**src/rtl/camera_capture_sequencer_if.sv**
```systemverilog
// Control, per-channel camera-link and DMA-side signals of the capture sequencer.
// master = host/camera side, slave = sequencer.
interface camera_capture_sequencer_if #(
  parameter int NUM_CH = 4,
  parameter int SEL_W  = $clog2(NUM_CH),
  parameter int DATA_W = 64,
  parameter int TO_W   = 32,
  parameter int FCNT_W = 16
);
  logic                     mode;
  logic [SEL_W-1:0]         ch_sel;
  logic [NUM_CH-1:0]        ch_enable_mask;
  logic                     start;
  logic                     abort;
  logic                     status_clr;
  logic [TO_W-1:0]          timeout;
  logic                     drain_done;
  logic [NUM_CH-1:0]        ch_locked;
  logic [NUM_CH-1:0]        ch_new_frame;
  logic [NUM_CH-1:0]        ch_capture_end;
  logic [NUM_CH-1:0]        ch_vld;
  logic [NUM_CH*DATA_W-1:0] ch_data;

  logic [NUM_CH-1:0]        ch_arm;
  logic [SEL_W-1:0]         active_ch;
  logic                     camera_in_progress;
  logic                     serde_locked;
  logic                     frame_rst;
  logic [DATA_W-1:0]        out_data;
  logic                     out_vld;
  logic                     out_end;
  logic [FCNT_W-1:0]        frame_count;
  logic                     status_timeout;
  logic                     status_lockloss;

  modport master (
    output mode, ch_sel, ch_enable_mask, start, abort, status_clr, timeout,
           drain_done, ch_locked, ch_new_frame, ch_capture_end, ch_vld, ch_data,
    input  ch_arm, active_ch, camera_in_progress, serde_locked, frame_rst,
           out_data, out_vld, out_end, frame_count, status_timeout, status_lockloss
  );

  modport slave (
    input  mode, ch_sel, ch_enable_mask, start, abort, status_clr, timeout,
           drain_done, ch_locked, ch_new_frame, ch_capture_end, ch_vld, ch_data,
    output ch_arm, active_ch, camera_in_progress, serde_locked, frame_rst,
           out_data, out_vld, out_end, frame_count, status_timeout, status_lockloss
  );
endinterface

```
**src/rtl/camera_capture_sequencer.sv**
```systemverilog
// N-channel capture sequencer: arms one camera channel per frame, muxes its pixels to DMA (1-cycle latency).
// No backpressure on pixels; drain completion is signalled by drain_done. Watchdog, lock-loss and abort return to IDLE.
module camera_capture_sequencer #(
  parameter int NUM_CH = 4,
  parameter int SEL_W  = $clog2(NUM_CH),
  parameter int DATA_W = 64,
  parameter int TO_W   = 32,
  parameter int FCNT_W = 16
) (
  input logic                       sys_clk,
  input logic                       sys_rst_n,
  camera_capture_sequencer_if.slave cam
);

  typedef enum logic [1:0] {S_IDLE, S_WAIT_FRAME, S_CAPTURE, S_DRAIN} state_e;

  state_e              state_q, state_d;
  logic [SEL_W-1:0]    active_q, active_d;
  logic                mode_q, mode_d;
  logic [TO_W-1:0]     wd_q, wd_d;
  logic [FCNT_W-1:0]   fcnt_q, fcnt_d;
  logic                st_to_q, st_to_d;
  logic                st_ll_q, st_ll_d;
  logic [NUM_CH-1:0]   arm_q, arm_d;
  logic                frame_rst_q, frame_rst_d;
  logic                out_vld_q, out_vld_d;
  logic                out_end_q, out_end_d;
  logic [DATA_W-1:0]   out_data_q, out_data_d;

  logic                sel_ok, low_ok, nxt_ok;
  logic [SEL_W-1:0]    low_idx, nxt_idx, start_idx;
  logic                start_ok, start_lock;
  logic                act_lock, act_frame, act_end, act_vld;
  logic [DATA_W-1:0]   act_data;
  logic                lock_lost, to_fire;
  logic                do_arm, frame_pulse, end_pulse, cap_ok, set_to, set_ll;

  // Channel choice: validated ch_sel, lowest mask bit, and next mask bit above active (wrapping).
  always_comb begin
    int idx;
    idx     = 0;
    sel_ok  = 1'b0;
    low_ok  = 1'b0;
    low_idx = '0;
    nxt_ok  = 1'b0;
    nxt_idx = active_q;
    for (int k = 0; k < NUM_CH; k++) begin
      if (cam.ch_sel == SEL_W'(k)) sel_ok = 1'b1;
    end
    for (int k = NUM_CH - 1; k >= 0; k--) begin
      if (cam.ch_enable_mask[k]) begin
        low_idx = SEL_W'(k);
        low_ok  = 1'b1;
      end
    end
    for (int i = NUM_CH; i >= 1; i--) begin
      idx = (int'(active_q) + i) % NUM_CH;
      if (cam.ch_enable_mask[idx[SEL_W-1:0]]) begin
        nxt_idx = idx[SEL_W-1:0];
        nxt_ok  = 1'b1;
      end
    end
  end

  assign start_idx  = cam.mode ? low_idx : cam.ch_sel;
  assign start_ok   = cam.mode ? low_ok : sel_ok;
  assign start_lock = cam.ch_locked[start_idx];

  assign act_lock  = cam.ch_locked[active_q];
  assign act_frame = cam.ch_new_frame[active_q];
  assign act_end   = cam.ch_capture_end[active_q];
  assign act_vld   = cam.ch_vld[active_q];
  assign act_data  = cam.ch_data[active_q*DATA_W +: DATA_W];

  assign lock_lost = ((state_q == S_WAIT_FRAME) || (state_q == S_CAPTURE)) && !act_lock;
  assign to_fire   = (state_q != S_IDLE) && (cam.timeout != '0) && (wd_q == cam.timeout);

  always_ff @(posedge sys_clk or negedge sys_rst_n) begin
    if (!sys_rst_n) begin
      state_q     <= S_IDLE;
      active_q    <= '0;
      mode_q      <= 1'b0;
      wd_q        <= '0;
      fcnt_q      <= '0;
      st_to_q     <= 1'b0;
      st_ll_q     <= 1'b0;
      arm_q       <= '0;
      frame_rst_q <= 1'b0;
      out_vld_q   <= 1'b0;
      out_end_q   <= 1'b0;
      out_data_q  <= '0;
    end else begin
      state_q     <= state_d;
      active_q    <= active_d;
      mode_q      <= mode_d;
      wd_q        <= wd_d;
      fcnt_q      <= fcnt_d;
      st_to_q     <= st_to_d;
      st_ll_q     <= st_ll_d;
      arm_q       <= arm_d;
      frame_rst_q <= frame_rst_d;
      out_vld_q   <= out_vld_d;
      out_end_q   <= out_end_d;
      out_data_q  <= out_data_d;
    end
  end

  // Next state; abort > lock loss > timeout > normal progress.
  always_comb begin
    state_d     = state_q;
    active_d    = active_q;
    mode_d      = mode_q;
    wd_d        = (state_q == S_IDLE) ? '0 : wd_q + 1'b1;
    fcnt_d      = fcnt_q;
    do_arm      = 1'b0;
    frame_pulse = 1'b0;
    end_pulse   = 1'b0;
    cap_ok      = 1'b0;
    set_to      = 1'b0;
    set_ll      = 1'b0;
    if (cam.abort) begin
      state_d = S_IDLE;
    end else if (lock_lost) begin
      state_d = S_IDLE;
      set_ll  = 1'b1;
    end else if (to_fire) begin
      state_d = S_IDLE;
      set_to  = 1'b1;
    end else begin
      case (state_q)
        S_IDLE: begin
          if (cam.start && start_ok) begin
            if (!start_lock) begin
              set_ll = 1'b1;
            end else begin
              active_d = start_idx;
              mode_d   = cam.mode;
              do_arm   = 1'b1;
              state_d  = S_WAIT_FRAME;
            end
          end
        end
        S_WAIT_FRAME: begin
          if (act_frame) begin
            frame_pulse = 1'b1;
            state_d     = S_CAPTURE;
          end
        end
        S_CAPTURE: begin
          cap_ok = 1'b1;
          if (act_end) begin
            end_pulse = 1'b1;
            state_d   = S_DRAIN;
          end
        end
        S_DRAIN: begin
          if (cam.drain_done) begin
            fcnt_d = fcnt_q + 1'b1;
            if (mode_q && nxt_ok) begin
              active_d = nxt_idx;
              do_arm   = 1'b1;
              wd_d     = '0;
              state_d  = S_WAIT_FRAME;
            end else begin
              state_d = S_IDLE;
            end
          end
        end
        default: state_d = S_IDLE;
      endcase
    end
  end

  // Registered outputs and sticky status; a set in the same cycle as a clear wins.
  always_comb begin
    arm_d       = do_arm ? (NUM_CH'(1) << active_d) : '0;
    frame_rst_d = frame_pulse;
    out_end_d   = end_pulse;
    out_vld_d   = cap_ok && act_vld;
    out_data_d  = cap_ok ? act_data : out_data_q;
    st_to_d     = set_to | (st_to_q & ~cam.status_clr);
    st_ll_d     = set_ll | (st_ll_q & ~cam.status_clr);
  end

  assign cam.ch_arm             = arm_q;
  assign cam.active_ch          = active_q;
  assign cam.camera_in_progress = (state_q != S_IDLE);
  assign cam.serde_locked       = act_lock;
  assign cam.frame_rst          = frame_rst_q;
  assign cam.out_data           = out_data_q;
  assign cam.out_vld            = out_vld_q;
  assign cam.out_end            = out_end_q;
  assign cam.frame_count        = fcnt_q;
  assign cam.status_timeout     = st_to_q;
  assign cam.status_lockloss    = st_ll_q;

endmodule

```
**src/flat_wrapper.sv**
```systemverilog
// flat-port wrapper written by rule: the top's interface ports become plain ports
module camera_capture_sequencer_flat 
#(
  parameter int NUM_CH = 4,
  parameter int SEL_W  = $clog2(NUM_CH),
  parameter int DATA_W = 64,
  parameter int TO_W   = 32,
  parameter int FCNT_W = 16
)
  (sys_clk, sys_rst_n, cam_mode, cam_ch_sel, cam_ch_enable_mask, cam_start, cam_abort, cam_status_clr, cam_timeout, cam_drain_done, cam_ch_locked, cam_ch_new_frame, cam_ch_capture_end, cam_ch_vld, cam_ch_data, cam_ch_arm, cam_active_ch, cam_camera_in_progress, cam_serde_locked, cam_frame_rst, cam_out_data, cam_out_vld, cam_out_end, cam_frame_count, cam_status_timeout, cam_status_lockloss);
  camera_capture_sequencer_if #(.NUM_CH(NUM_CH), .SEL_W(SEL_W), .DATA_W(DATA_W), .TO_W(TO_W), .FCNT_W(FCNT_W)) cam_i ();
  input logic sys_clk;
  input logic sys_rst_n;
  input wire logic [$bits(cam_i.mode)-1:0] cam_mode;
  input wire logic [$bits(cam_i.ch_sel)-1:0] cam_ch_sel;
  input wire logic [$bits(cam_i.ch_enable_mask)-1:0] cam_ch_enable_mask;
  input wire logic [$bits(cam_i.start)-1:0] cam_start;
  input wire logic [$bits(cam_i.abort)-1:0] cam_abort;
  input wire logic [$bits(cam_i.status_clr)-1:0] cam_status_clr;
  input wire logic [$bits(cam_i.timeout)-1:0] cam_timeout;
  input wire logic [$bits(cam_i.drain_done)-1:0] cam_drain_done;
  input wire logic [$bits(cam_i.ch_locked)-1:0] cam_ch_locked;
  input wire logic [$bits(cam_i.ch_new_frame)-1:0] cam_ch_new_frame;
  input wire logic [$bits(cam_i.ch_capture_end)-1:0] cam_ch_capture_end;
  input wire logic [$bits(cam_i.ch_vld)-1:0] cam_ch_vld;
  input wire logic [$bits(cam_i.ch_data)-1:0] cam_ch_data;
  output wire logic [$bits(cam_i.ch_arm)-1:0] cam_ch_arm;
  output wire logic [$bits(cam_i.active_ch)-1:0] cam_active_ch;
  output wire logic [$bits(cam_i.camera_in_progress)-1:0] cam_camera_in_progress;
  output wire logic [$bits(cam_i.serde_locked)-1:0] cam_serde_locked;
  output wire logic [$bits(cam_i.frame_rst)-1:0] cam_frame_rst;
  output wire logic [$bits(cam_i.out_data)-1:0] cam_out_data;
  output wire logic [$bits(cam_i.out_vld)-1:0] cam_out_vld;
  output wire logic [$bits(cam_i.out_end)-1:0] cam_out_end;
  output wire logic [$bits(cam_i.frame_count)-1:0] cam_frame_count;
  output wire logic [$bits(cam_i.status_timeout)-1:0] cam_status_timeout;
  output wire logic [$bits(cam_i.status_lockloss)-1:0] cam_status_lockloss;
  assign cam_i.mode = cam_mode;
  assign cam_i.ch_sel = cam_ch_sel;
  assign cam_i.ch_enable_mask = cam_ch_enable_mask;
  assign cam_i.start = cam_start;
  assign cam_i.abort = cam_abort;
  assign cam_i.status_clr = cam_status_clr;
  assign cam_i.timeout = cam_timeout;
  assign cam_i.drain_done = cam_drain_done;
  assign cam_i.ch_locked = cam_ch_locked;
  assign cam_i.ch_new_frame = cam_ch_new_frame;
  assign cam_i.ch_capture_end = cam_ch_capture_end;
  assign cam_i.ch_vld = cam_ch_vld;
  assign cam_i.ch_data = cam_ch_data;
  assign cam_ch_arm = cam_i.ch_arm;
  assign cam_active_ch = cam_i.active_ch;
  assign cam_camera_in_progress = cam_i.camera_in_progress;
  assign cam_serde_locked = cam_i.serde_locked;
  assign cam_frame_rst = cam_i.frame_rst;
  assign cam_out_data = cam_i.out_data;
  assign cam_out_vld = cam_i.out_vld;
  assign cam_out_end = cam_i.out_end;
  assign cam_frame_count = cam_i.frame_count;
  assign cam_status_timeout = cam_i.status_timeout;
  assign cam_status_lockloss = cam_i.status_lockloss;
  camera_capture_sequencer #(.NUM_CH(NUM_CH), .SEL_W(SEL_W), .DATA_W(DATA_W), .TO_W(TO_W), .FCNT_W(FCNT_W)) u_core (.sys_clk(sys_clk), .sys_rst_n(sys_rst_n), .cam(cam_i));
endmodule
```
**config.mk**
```make
export PLATFORM = sky130hd
export DESIGN_NAME = camera_capture_sequencer_flat
export DESIGN_NICKNAME = d
export VERILOG_FILES = /design/src/rtl/camera_capture_sequencer_if.sv /design/src/rtl/camera_capture_sequencer.sv /design/src/flat_wrapper.sv
export SDC_FILE = /design/constraint.sdc
export NUM_CORES = 1
export LEC_CHECK = 0
export BUFFER_PORTS_ARGS = -buffer_cell sky130_fd_sc_hd__buf_2
export CORE_AREA = 4 4 156 158
export DETAILED_ROUTE_END_ITERATION = 6
export DIE_AREA = 0 0 160 162
export GPL_ROUTABILITY_DRIVEN = 0
export PLACE_DENSITY_LB_ADDON = 0.08
export SYNTH_ARGS = -nofsm -noshare
export SYNTH_HDL_FRONTEND = slang
export SYNTH_SLANG_ARGS = --single-unit
export TNS_END_PERCENT = 30
```
**constraint.sdc**
```tcl
create_clock -name sys_clk -period 5.2 [get_ports sys_clk]
set_input_delay 0.52 -clock sys_clk [delete_from_list [all_inputs] [get_ports sys_clk]]
set_output_delay 0.52 -clock sys_clk [all_outputs]
set_load 0.02 [all_outputs]
```
==> results.rst, run 1 <==
.. list-table::
   :header-rows: 1

   * - Metric
     - Value
   * - Clock Latency Late Sink
     - 0.41 ns
   * - Sequence of cells on the critical path
     - inv_1, ha_1, inv_1, o21ai_0, nand4b_1, or4_1, nand3_4, buf_12, mux2_2
   * - Core utilization of the finished layout
     - 0.468
   * - Number of antenna violations at the first check in global routing
     - 1
   * - Pre-CTS setup slack
     - 1.81 ns
   * - Sw power
     - 0.00172 W
   * - Height of the die
     - 162 um
   * - DR iter-0 viols
     - 339
   * - Post-Synth Simple-Gate Area
     - 0.131
   * - Post-route antenna net violation count
     - 0
   * - Static Leakage
     - 5.39 nW
   * - Final setup TNS
     - 0 ns
   * - Combinational power share
     - 0.416
   * - Path category of the worst min-delay check
     - in2async
   * - Sequential cell area fraction in the yosys report
     - 0.397
   * - Transition time of the tightest slew-check pin
     - 1.17 ns
   * - Area grow syn2layout
     - 36.4%
   * - Clock root cell
     - sky130_fd_sc_hd__clkbuf_16
   * - Number of enable-type register cells in the synthesized netlist
     - 0
   * - Number of setup buffers added after CTS
     - 0
   * - Seq cells post-synth
     - 126
   * - Routed metal-1 wire length
     - 10700 um
   * - Final routed wirelength across all metal layers
     - 26100 um
   * - Number of filler cells placed in the layout
     - 2176
   * - Maximum number of pins on one net before global-route repair
     - 77
   * - Power density normalized to cell area
     - 440 nW/um2
   * - Arrival time reported for the critical path endpoint
     - 3.63 ns
   * - Main area contributors after synthesis
     - sky130_fd_sc_hd__dfrtp_1 40%, sky130_fd_sc_hd__mux4_2 19%, sky130_fd_sc_hd__xor2_1 5.8%, sky130_fd_sc_hd__mux2_4 5.1%, sky130_fd_sc_hd__mux2_2 4.3%
   * - Portion of total power attributed to the clock network
     - 0.261
   * - Xor/xnor share of the synthesized area
     - 0.0750
   * - Worst setup slack after layout
     - 1.87 ns
   * - Unrepaired setup endpoints after global routing
     - false
   * - Library cell appearing most often on the critical path
     - sky130_fd_sc_hd__inv_1
   * - Async set or reset register ratio after synthesis
     - 1.00
   * - Fraction of synthesized area in multiplexers
     - 0.303
   * - Number of buffers created by CTS
     - 17
   * - Share of total power in sequential cells
     - 0.323
   * - Main synth FF type
     - sky130_fd_sc_hd__dfrtp_1
   * - Number of distinct library cell variants in the gate-level netlist after synthesis
     - 66
   * - Area of the multi-input gates
     - 4500 um2
   * - Cell Area, Synth
     - 7940 um2
   * - Core Box Area
     - 23100 um2
   * - Result of the run
     - finished clean
   * - Delay of the slowest cell on the worst path
     - 0.69 ns
   * - WL met3
     - 2050 um
   * - Sum of met2 wire segment lengths after detailed routing
     - 12900 um
   * - Via count
     - 6837
   * - Port Buffer Count
     - 409
   * - Clock tree from TritonCTS
     - built
   * - Adder and majority gate portion of the synthesized area
     - 0.0110
   * - Maximum frequency from static timing analysis
     - 300 MHz
   * - Hold Violations, Final
     - 0
   * - Maximum count of clock buffers along a single path
     - 2
   * - Quantity of gates resized following cts
     - 0
   * - HPWL Detailed
     - 21000 um
   * - Starting Density
     - 0.343
   * - Slew HR
     - 0.214
   * - Crit share post-route
     - 0.641
   * - Vias per cell
     - 5.13
   * - Flip-flop and latch area
     - 3160 um2
   * - Cts hold-fix bufs
     - 0
   * - Number of iterations in the first detailed-routing pass
     - 6
   * - Nets in the synthesized netlist
     - 954
   * - Net switching fraction of the power
     - 0.361
   * - Overall die area
     - 25900 um2
   * - Max-cap viol count
     - 0
   * - First-pass GRT wire length
     - 39500 um
   * - Total GRT Usage
     - 0.194
   * - Clock-pin slew reported for the worst setup and hold paths after clock tree synthesis
     - 0.06 ns
   * - Total internal power
     - 0.00304 W
   * - Worst-case vdd ir drop
     - 220 uV
   * - Worst Setup Start Kind
     - register
   * - Uppermost metal layer occupied by signal nets
     - met4
   * - Cells on worst reg2reg path
     - 9
   * - Fraction of final layout cells with drive strength greater than 1
     - 0.559
   * - Via count of the first global-routing pass
     - 7013
   * - Number of cells after detailed placement
     - 1301
   * - DRC
     - 0
   * - Number of nets in the final layout
     - 1354
   * - Clock tree skew after final layout
     - 0.0111 ns
   * - Main combinational cell family by area after synthesis
     - multiplexers
   * - Required time of the critical path
     - 5.50 ns
   * - Count of standard-cell rows
     - 56
   * - Tmin final
     - 3.33 ns
   * - Synthesized area per cell
     - 12.6 um2
   * - Num ports
     - 410
   * - Cell type with the highest aggregate area in the netlist
     - sky130_fd_sc_hd__dfrtp_1
   * - Critical Path Slowest Stage Cell
     - sky130_fd_sc_hd__or4_1
   * - Aggregate global routing overflow
     - 0
   * - Final Slew Violations
     - 0
   * - Routed wirelength normalized by instance count
     - 19.6 um
   * - Type of the worst setup path
     - reg2reg
   * - Level count of the clock H-tree
     - 4
   * - Largest driver fanout on the critical path
     - 48
   * - Final std cells w/o fill
     - 1333
   * - Clock tree sinks
     - 126
   * - Warnings, synthesis
     - 0
   * - Top cell type's share of synthesized area
     - 0.397
   * - CP Capture Type
     - register
   * - Compound-Gate Fraction of Synth Area
     - 0.0452
   * - Endpoints failing setup
     - 0
   * - Die X
     - 160 um
   * - Syn Inst Count
     - 630
-- kinds of logic after synthesis --
| group | Yosys count |
|---|---|
| compound gates | 45 |
| flops | 126 |
| xor+xnor | 68 |
| fa+ha+maj | 7 |
| buf+inv | 55 |
| simple gates | 192 |
| mux | 137 |
-- critical path, delay by kind of cell (launching register included) --
kind / cells / cell delay, ns
AO/OA/AOI/OAI: 1 / 0.13
AND/OR/NAND/NOR: 3 / 1.30
flip-flops: 1 / 0.41
buffers and inverters: 3 / 0.66
adder cells (fa/ha/maj): 1 / 0.30
multiplexers: 1 / 0.38
-- cell usage after synthesis (3+ instances only) --
| cell | instances |
|---|---|
| sky130_fd_sc_hd__clkbuf_1 | 21 |
| sky130_fd_sc_hd__mux2_2 | 30 |
| sky130_fd_sc_hd__a21oi_1 | 3 |
| sky130_fd_sc_hd__nand4_1 | 15 |
| sky130_fd_sc_hd__inv_1 | 20 |
| sky130_fd_sc_hd__o22ai_1 | 3 |
| sky130_fd_sc_hd__nand3_1 | 18 |
| sky130_fd_sc_hd__nor3b_1 | 3 |
| sky130_fd_sc_hd__nor4_1 | 24 |
| sky130_fd_sc_hd__o21ai_0 | 7 |
| sky130_fd_sc_hd__nand2_1 | 27 |
| sky130_fd_sc_hd__buf_12 | 4 |
| sky130_fd_sc_hd__dfrtp_1 | 126 |
| sky130_fd_sc_hd__ha_1 | 7 |
| sky130_fd_sc_hd__xor2_1 | 53 |
| sky130_fd_sc_hd__mux4_2 | 68 |
| sky130_fd_sc_hd__nor3_1 | 8 |
| sky130_fd_sc_hd__nand2b_1 | 13 |
| sky130_fd_sc_hd__mux2_4 | 27 |
| sky130_fd_sc_hd__or2_2 | 3 |
| sky130_fd_sc_hd__nor2_1 | 46 |
| sky130_fd_sc_hd__mux2_1 | 11 |
| sky130_fd_sc_hd__xnor2_1 | 15 |
| sky130_fd_sc_hd__and4_1 | 5 |
| sky130_fd_sc_hd__and3_1 | 11 |
| sky130_fd_sc_hd__buf_2 | 3 |
| sky130_fd_sc_hd__nor2b_1 | 8 |
-- final timing paths --
kind,start,endpoint,slack (ns)
worst max-delay path,u_core.state_q[0]$_DFFE_PN0P_,u_core.cam.out_data[40]$_DFFE_PN0P_,1.87
worst min-delay path,sys_rst_n,u_core.wd_q[21]$_DFF_PN0_,0.12
worst max register to register,u_core.state_q[0]$_DFFE_PN0P_,u_core.cam.out_data[40]$_DFFE_PN0P_,1.87
worst min register to register,u_core.cam.frame_count[15]$_DFFE_PN0P_,u_core.cam.frame_count[15]$_DFFE_PN0P_,0.48
max in group asynchronous,sys_rst_n,u_core.cam.out_data[45]$_DFFE_PN0P_,3.92
min in group sys_clk,cam_status_clr,u_core.cam.status_timeout$_DFF_PN0_,0.32
-- registers in the layout, indices dropped and copies added (netlist names) --
signal and flops:
u_core.cam.active_ch 2, u_core.cam.ch_arm 4, u_core.cam.frame_count 16, u_core.cam.frame_rst 1, u_core.cam.out_data 64, u_core.cam.out_end 1, u_core.cam.out_vld 1, u_core.cam.status_lockloss 1
u_core.cam.status_timeout 1, u_core.mode_q 1, u_core.state_q 2, u_core.wd_q 32
-- per-layer routing --
metal  global-route usage  vias to the layer above
met4               0.0520                        0
met2                0.325                      300
met5                    0                        -
li1                     -                     3182
met1                0.250                     3330
met3               0.0543                       25
-- layout by cell type (no fill, tap or decap), drive strengths merged, types with 11 or more instances in the layout --
master / count
clkbuf: 20
nand2b: 13
xnor2: 15
nor2: 46
inv: 22
buf: 414
mux4: 68
mux2: 68
xor2: 53
nand3: 19
and3: 11
nand2: 27
nand4: 15
dfrtp: 126
nor4: 25
-- metrics by stage --
stage          hold WS (ns)  cell area, um2  total power [W]
2_1_floorplan         0.224            7940          0.00284
3_3_place_gp          0.458           10200          0.00358
3_5_place_dp          0.461           10200          0.00358
4_1_cts               0.136           10800          0.00485
5_1_grt               0.177           10800          0.00503
6_report              0.123           10800          0.00476
-- power groups by stage --
stage / Clock, W / Sequential, W / Combinational, W
6_report: 0.00124 / 0.00154 / 0.00198
3_3_place_gp: 0 / 0.00156 / 0.00201
4_1_cts: 0.00128 / 0.00155 / 0.00202
5_1_grt: 0.00132 / 0.00159 / 0.00212
3_5_place_dp: 0 / 0.00156 / 0.00201
2_1_floorplan: 0 / 0.00170 / 0.00114
-- final cells by class --
type / instances / share of cell area
clock buffer: 20 / 0.0412
antenna: 1 / 0.000231
inverter: 22 / 0.00763
sequential: 126 / 0.292
timing repair buffer: 414 / 0.194
multi-input combinational: 449 / 0.416
tap: 290 / 0.0335
clock inverter: 11 / 0.0154
(Power assumes the default switching activity.)
==> run 2: changes to the inputs <==
- ABC_AREA: not set -> 1
- clock period: 5.2 -> 3.3 ns (I/O delays scaled with it)
==> results.rst, run 2 <==
.. list-table::
   :header-rows: 1

   * - Metric
     - Value
   * - Result of the run
     - finished clean
   * - Quantity of gates resized following cts
     - 0 (unchanged)
   * - Unrepaired setup endpoints after global routing
     - false
   * - Area grow syn2layout
     - 34.7%
   * - Sequence of cells on the critical path
     - inv_1, ha_1, inv_2, nand2_1, nor2_1, nand2_1, nor3_2, nand3_4, nand2_4, inv_2, nand2_4, inv_2, nand2_1, nand2_1
   * - Transition time of the tightest slew-check pin
     - 1.21 ns (+0.0435 ns)
   * - Critical Path Source
     - u_core.state_q[0]$_DFFE_PN0P_
   * - Die X
     - 160 um (unchanged)
   * - Clock tree sinks
     - 126 (unchanged)
   * - Startpoint of the most critical hold path
     - cam_status_clr
   * - Height of the die
     - 162 um (unchanged)
   * - Worst-case vdd ir drop
     - 359 uV (+63%)
   * - Port Buffer Count
     - 409 (unchanged)
   * - Synthesized area per cell
     - 6.79 um2 (-46%)
   * - Power density normalized to cell area
     - 795 nW/um2 (+81%)
   * - Number of iterations in the first detailed-routing pass
     - 5 (-1)
   * - Area of the multi-input gates
     - 4470 um2 (-0.72%)
   * - Sequential cell area fraction in the yosys report
     - 0.375 (-0.0226)
   * - Number of enable-type register cells in the synthesized netlist
     - 0 (unchanged)
   * - Flip-flop and latch area
     - 3150 um2 (-0.24%)
   * - HPWL Detailed
     - 27500 um (+31%)
   * - Required time of the critical path
     - 3.65 ns (-1.85 ns)
   * - Clock-pin slew reported for the worst setup and hold paths after clock tree synthesis
     - 0.06 ns (about the same)
   * - Maximum number of pins on one net before global-route repair
     - 84 (+9.1%)
   * - First-pass GRT wire length
     - 51500 um (+30%)
   * - Final routed wirelength across all metal layers
     - 34800 um (+33%)
   * - Most common library cell in the layout ignoring fill and taps
     - sky130_fd_sc_hd__nand2_1
   * - Cell Area, Synth
     - 8420 um2 (+6.0%)
   * - Type of the worst setup path
     - reg2reg
   * - Delay of the slowest cell on the worst path
     - 0.82 ns (+0.13 ns)
   * - Path category of the worst min-delay check
     - in2reg
   * - Total GRT Usage
     - 0.255 (+0.0606)
   * - Number of buffers and inverters on the critical path
     - 4 (+1)
   * - Static Leakage
     - 6.41 nW (+19%)
   * - Syn Inst Count
     - 1240 (+97%)
   * - Most instantiated library cell after synthesis
     - sky130_fd_sc_hd__nand2_1
   * - Endpoints failing setup
     - 0 (unchanged)
   * - Most frequent cells after synthesis
     - 488 x sky130_fd_sc_hd__nand2_1, 132 x sky130_fd_sc_hd__inv_1, 131 x sky130_fd_sc_hd__a22oi_1
   * - Async set or reset register ratio after synthesis
     - 1.00 (unchanged)
   * - Number of filler cells placed in the layout
     - 2412 (+11%)
   * - Aggregate global routing overflow
     - 0 (unchanged)
   * - Cell family with most CP delay
     - buffers and inverters
   * - Final setup TNS
     - 0 ns (unchanged)
   * - Library cell appearing most often on the critical path
     - sky130_fd_sc_hd__nand2_1
   * - Number of buffers created by CTS
     - 17 (unchanged)
   * - Max-cap viol count
     - 0 (unchanged)
   * - Critical Path Slowest Stage Cell
     - sky130_fd_sc_hd__inv_2
   * - Maximum frequency from static timing analysis
     - 376 MHz (+25%)
   * - Critical R2R Launch
     - u_core.state_q[0]$_DFFE_PN0P_
   * - Number of nets in the final layout
     - 1953 (+44%)
   * - Warnings, synthesis
     - 0 (unchanged)
   * - Largest driver fanout on the critical path
     - 64 (+33%)
   * - Count of standard-cell rows
     - 56 (unchanged)
   * - Commonest cells after routing, fill and taps aside
     - 488 x sky130_fd_sc_hd__nand2_1, 408 x sky130_fd_sc_hd__buf_2, 131 x sky130_fd_sc_hd__a22oi_1
   * - Core Box Area
     - 23100 um2 (unchanged)
   * - Number of antenna violations at the first check in global routing
     - 8 (+7)
   * - Fraction of final layout cells with drive strength greater than 1
     - 0.292 (-0.266)
   * - Clock tree skew after final layout
     - 0.0145 ns (+0.00338 ns)
   * - Via count
     - 9703 (+42%)
   * - DR iter-0 viols
     - 727 (+110%)
   * - Flip-flop count of the largest register, all copies and words added
     - 64 (unchanged)
   * - Routed wirelength normalized by instance count
     - 18.0 um (-8.1%)
   * - Starting Density
     - 0.364 (+0.0207)
   * - CP Capture Type
     - register
   * - Slew HR
     - 0.191 (-0.0231)
   * - Top cell type's share of synthesized area
     - 0.375 (-0.0226)
   * - Maximum count of clock buffers along a single path
     - 2 (unchanged)
   * - DRC
     - 0 (unchanged)
   * - Main synth FF type
     - sky130_fd_sc_hd__dfrtp_1
   * - Number of distinct library cell variants in the gate-level netlist after synthesis
     - 37 (-44%)
   * - Post-route antenna net violation count
     - 0 (unchanged)
   * - Via count of the first global-routing pass
     - 9073 (+29%)
   * - Hold Violations, Final
     - 0 (unchanged)
   * - Main area contributors after synthesis
     - sky130_fd_sc_hd__dfrtp_1 37%, sky130_fd_sc_hd__nand2_1 22%, sky130_fd_sc_hd__a22oi_1 12%, sky130_fd_sc_hd__inv_1 5.9%, sky130_fd_sc_hd__nor2_1 4.4%
   * - Crit share post-route
     - 0.806 (+0.166)
   * - Level count of the clock H-tree
     - 4 (unchanged)
   * - Num ports
     - 410 (unchanged)
   * - Cell type with the highest aggregate area in the netlist
     - sky130_fd_sc_hd__dfrtp_1
   * - Post-layout total power
     - 0.00901 W (+89%)
   * - Clock Latency Late Sink
     - 0.42 ns (about the same)
   * - Worst Setup Start Kind
     - register
   * - Seq cells post-synth
     - 126 (unchanged)
   * - Arrival time reported for the critical path endpoint
     - 3.01 ns (-0.62 ns)
   * - Clock root cell
     - sky130_fd_sc_hd__clkbuf_16
   * - Vias per cell
     - 5.02 (-2.2%)
   * - Number of setup buffers added after CTS
     - 0 (unchanged)
   * - Clock tree from TritonCTS
     - built
   * - Overall die area
     - 25900 um2 (unchanged)
   * - Final Slew Violations
     - 0 (unchanged)
   * - Tmin final
     - 2.66 ns (-0.670 ns)
   * - Nets in the synthesized netlist
     - 1564 (+64%)
## run 2: cell count changes in the layout (fill, tap and decap cells not counted), sizes merged, moves of 35 or more
cell	delta
mux2	-68
nand3	+35
mux4	-68
nor2	+55
inv	+126
a22oi	+132
nand2	+464
## run 2: layout make-up
class | instances | area share
Antenna cell | 2 | 0.000442
Clock buffer | 18 | 0.0388
Clock inverter | 14 | 0.0168
Inverter | 148 | 0.0490
Multi-Input combinational cell | 917 | 0.395
Sequential cell | 126 | 0.278
Tap cell | 290 | 0.0320
Timing Repair Buffer | 419 | 0.190
## run 2: stage by stage
step	utilization	worst slack (ns)	std cells	instance area (um2)	hold WS (ns)
after floorplan	-	1.29	1240	8420	0.0344
after global placement	0.462	0.702	1899	10700	0.445
after detailed placement	0.462	0.646	1899	10700	0.445
after CTS	0.490	0.630	1932	11300	0.122
after global routing	0.490	0.378	1933	11300	0.118
final	0.490	0.639	1934	11300	0.142
## run 2: logic make-up after synthesis
| logic type | count (synthesis) | share of synthesized area |
|---|---|---|
| AOI/OAI and AO/OA | 181 | 0.149 |
| and+or+nand+nor | 705 | 0.347 |
| DFF | 126 | 0.375 |
| adders and majority gates | 7 | 0.0104 |
| buffers and inverters | 197 | 0.0946 |
| xor gates and xnor gates | 24 | 0.0250 |
## run 2: worst paths after layout
kind	to	slack, ns	depth (start not counted)
max	u_core.cam.out_data[55]$_DFFE_PN0P_	0.64	14
min	u_core.cam.status_lockloss$_DFF_PN0_	0.14	2
max reg2reg	u_core.cam.out_data[55]$_DFFE_PN0P_	0.64	14
min reg2reg	u_core.cam.out_data[5]$_DFFE_PN0P_	0.47	2
max in group asynchronous	u_core.cam.out_data[21]$_DFFE_PN0P_	2.01	3
min in group asynchronous	u_core.wd_q[26]$_DFF_PN0_	0.54	2
## run 2: timing repair
action / CTS / global route
endpoints found under the setup margin: 0 / 0
hold buffers: 1 / 0
hold endpoints to repair: 6 / 0
## run 2: where the power goes
group | total (W) | switching (W) | internal (W) | leakage, nW
clock | 0.00201 | 0.000720 | 0.00129 | 0.306
sequential | 0.00242 | 0.000390 | 0.00203 | 1.64
combinational | 0.00458 | 0.00310 | 0.00148 | 4.46
## run 2: layer usage
metal	vias to the layer above	GRT usage	share of wire
met5	-	0	0.0014
met4	8	0.0853	0.026
met3	47	0.0619	0.074
met2	396	0.425	0.49
met1	4439	0.326	0.41
li1	4813	-	-
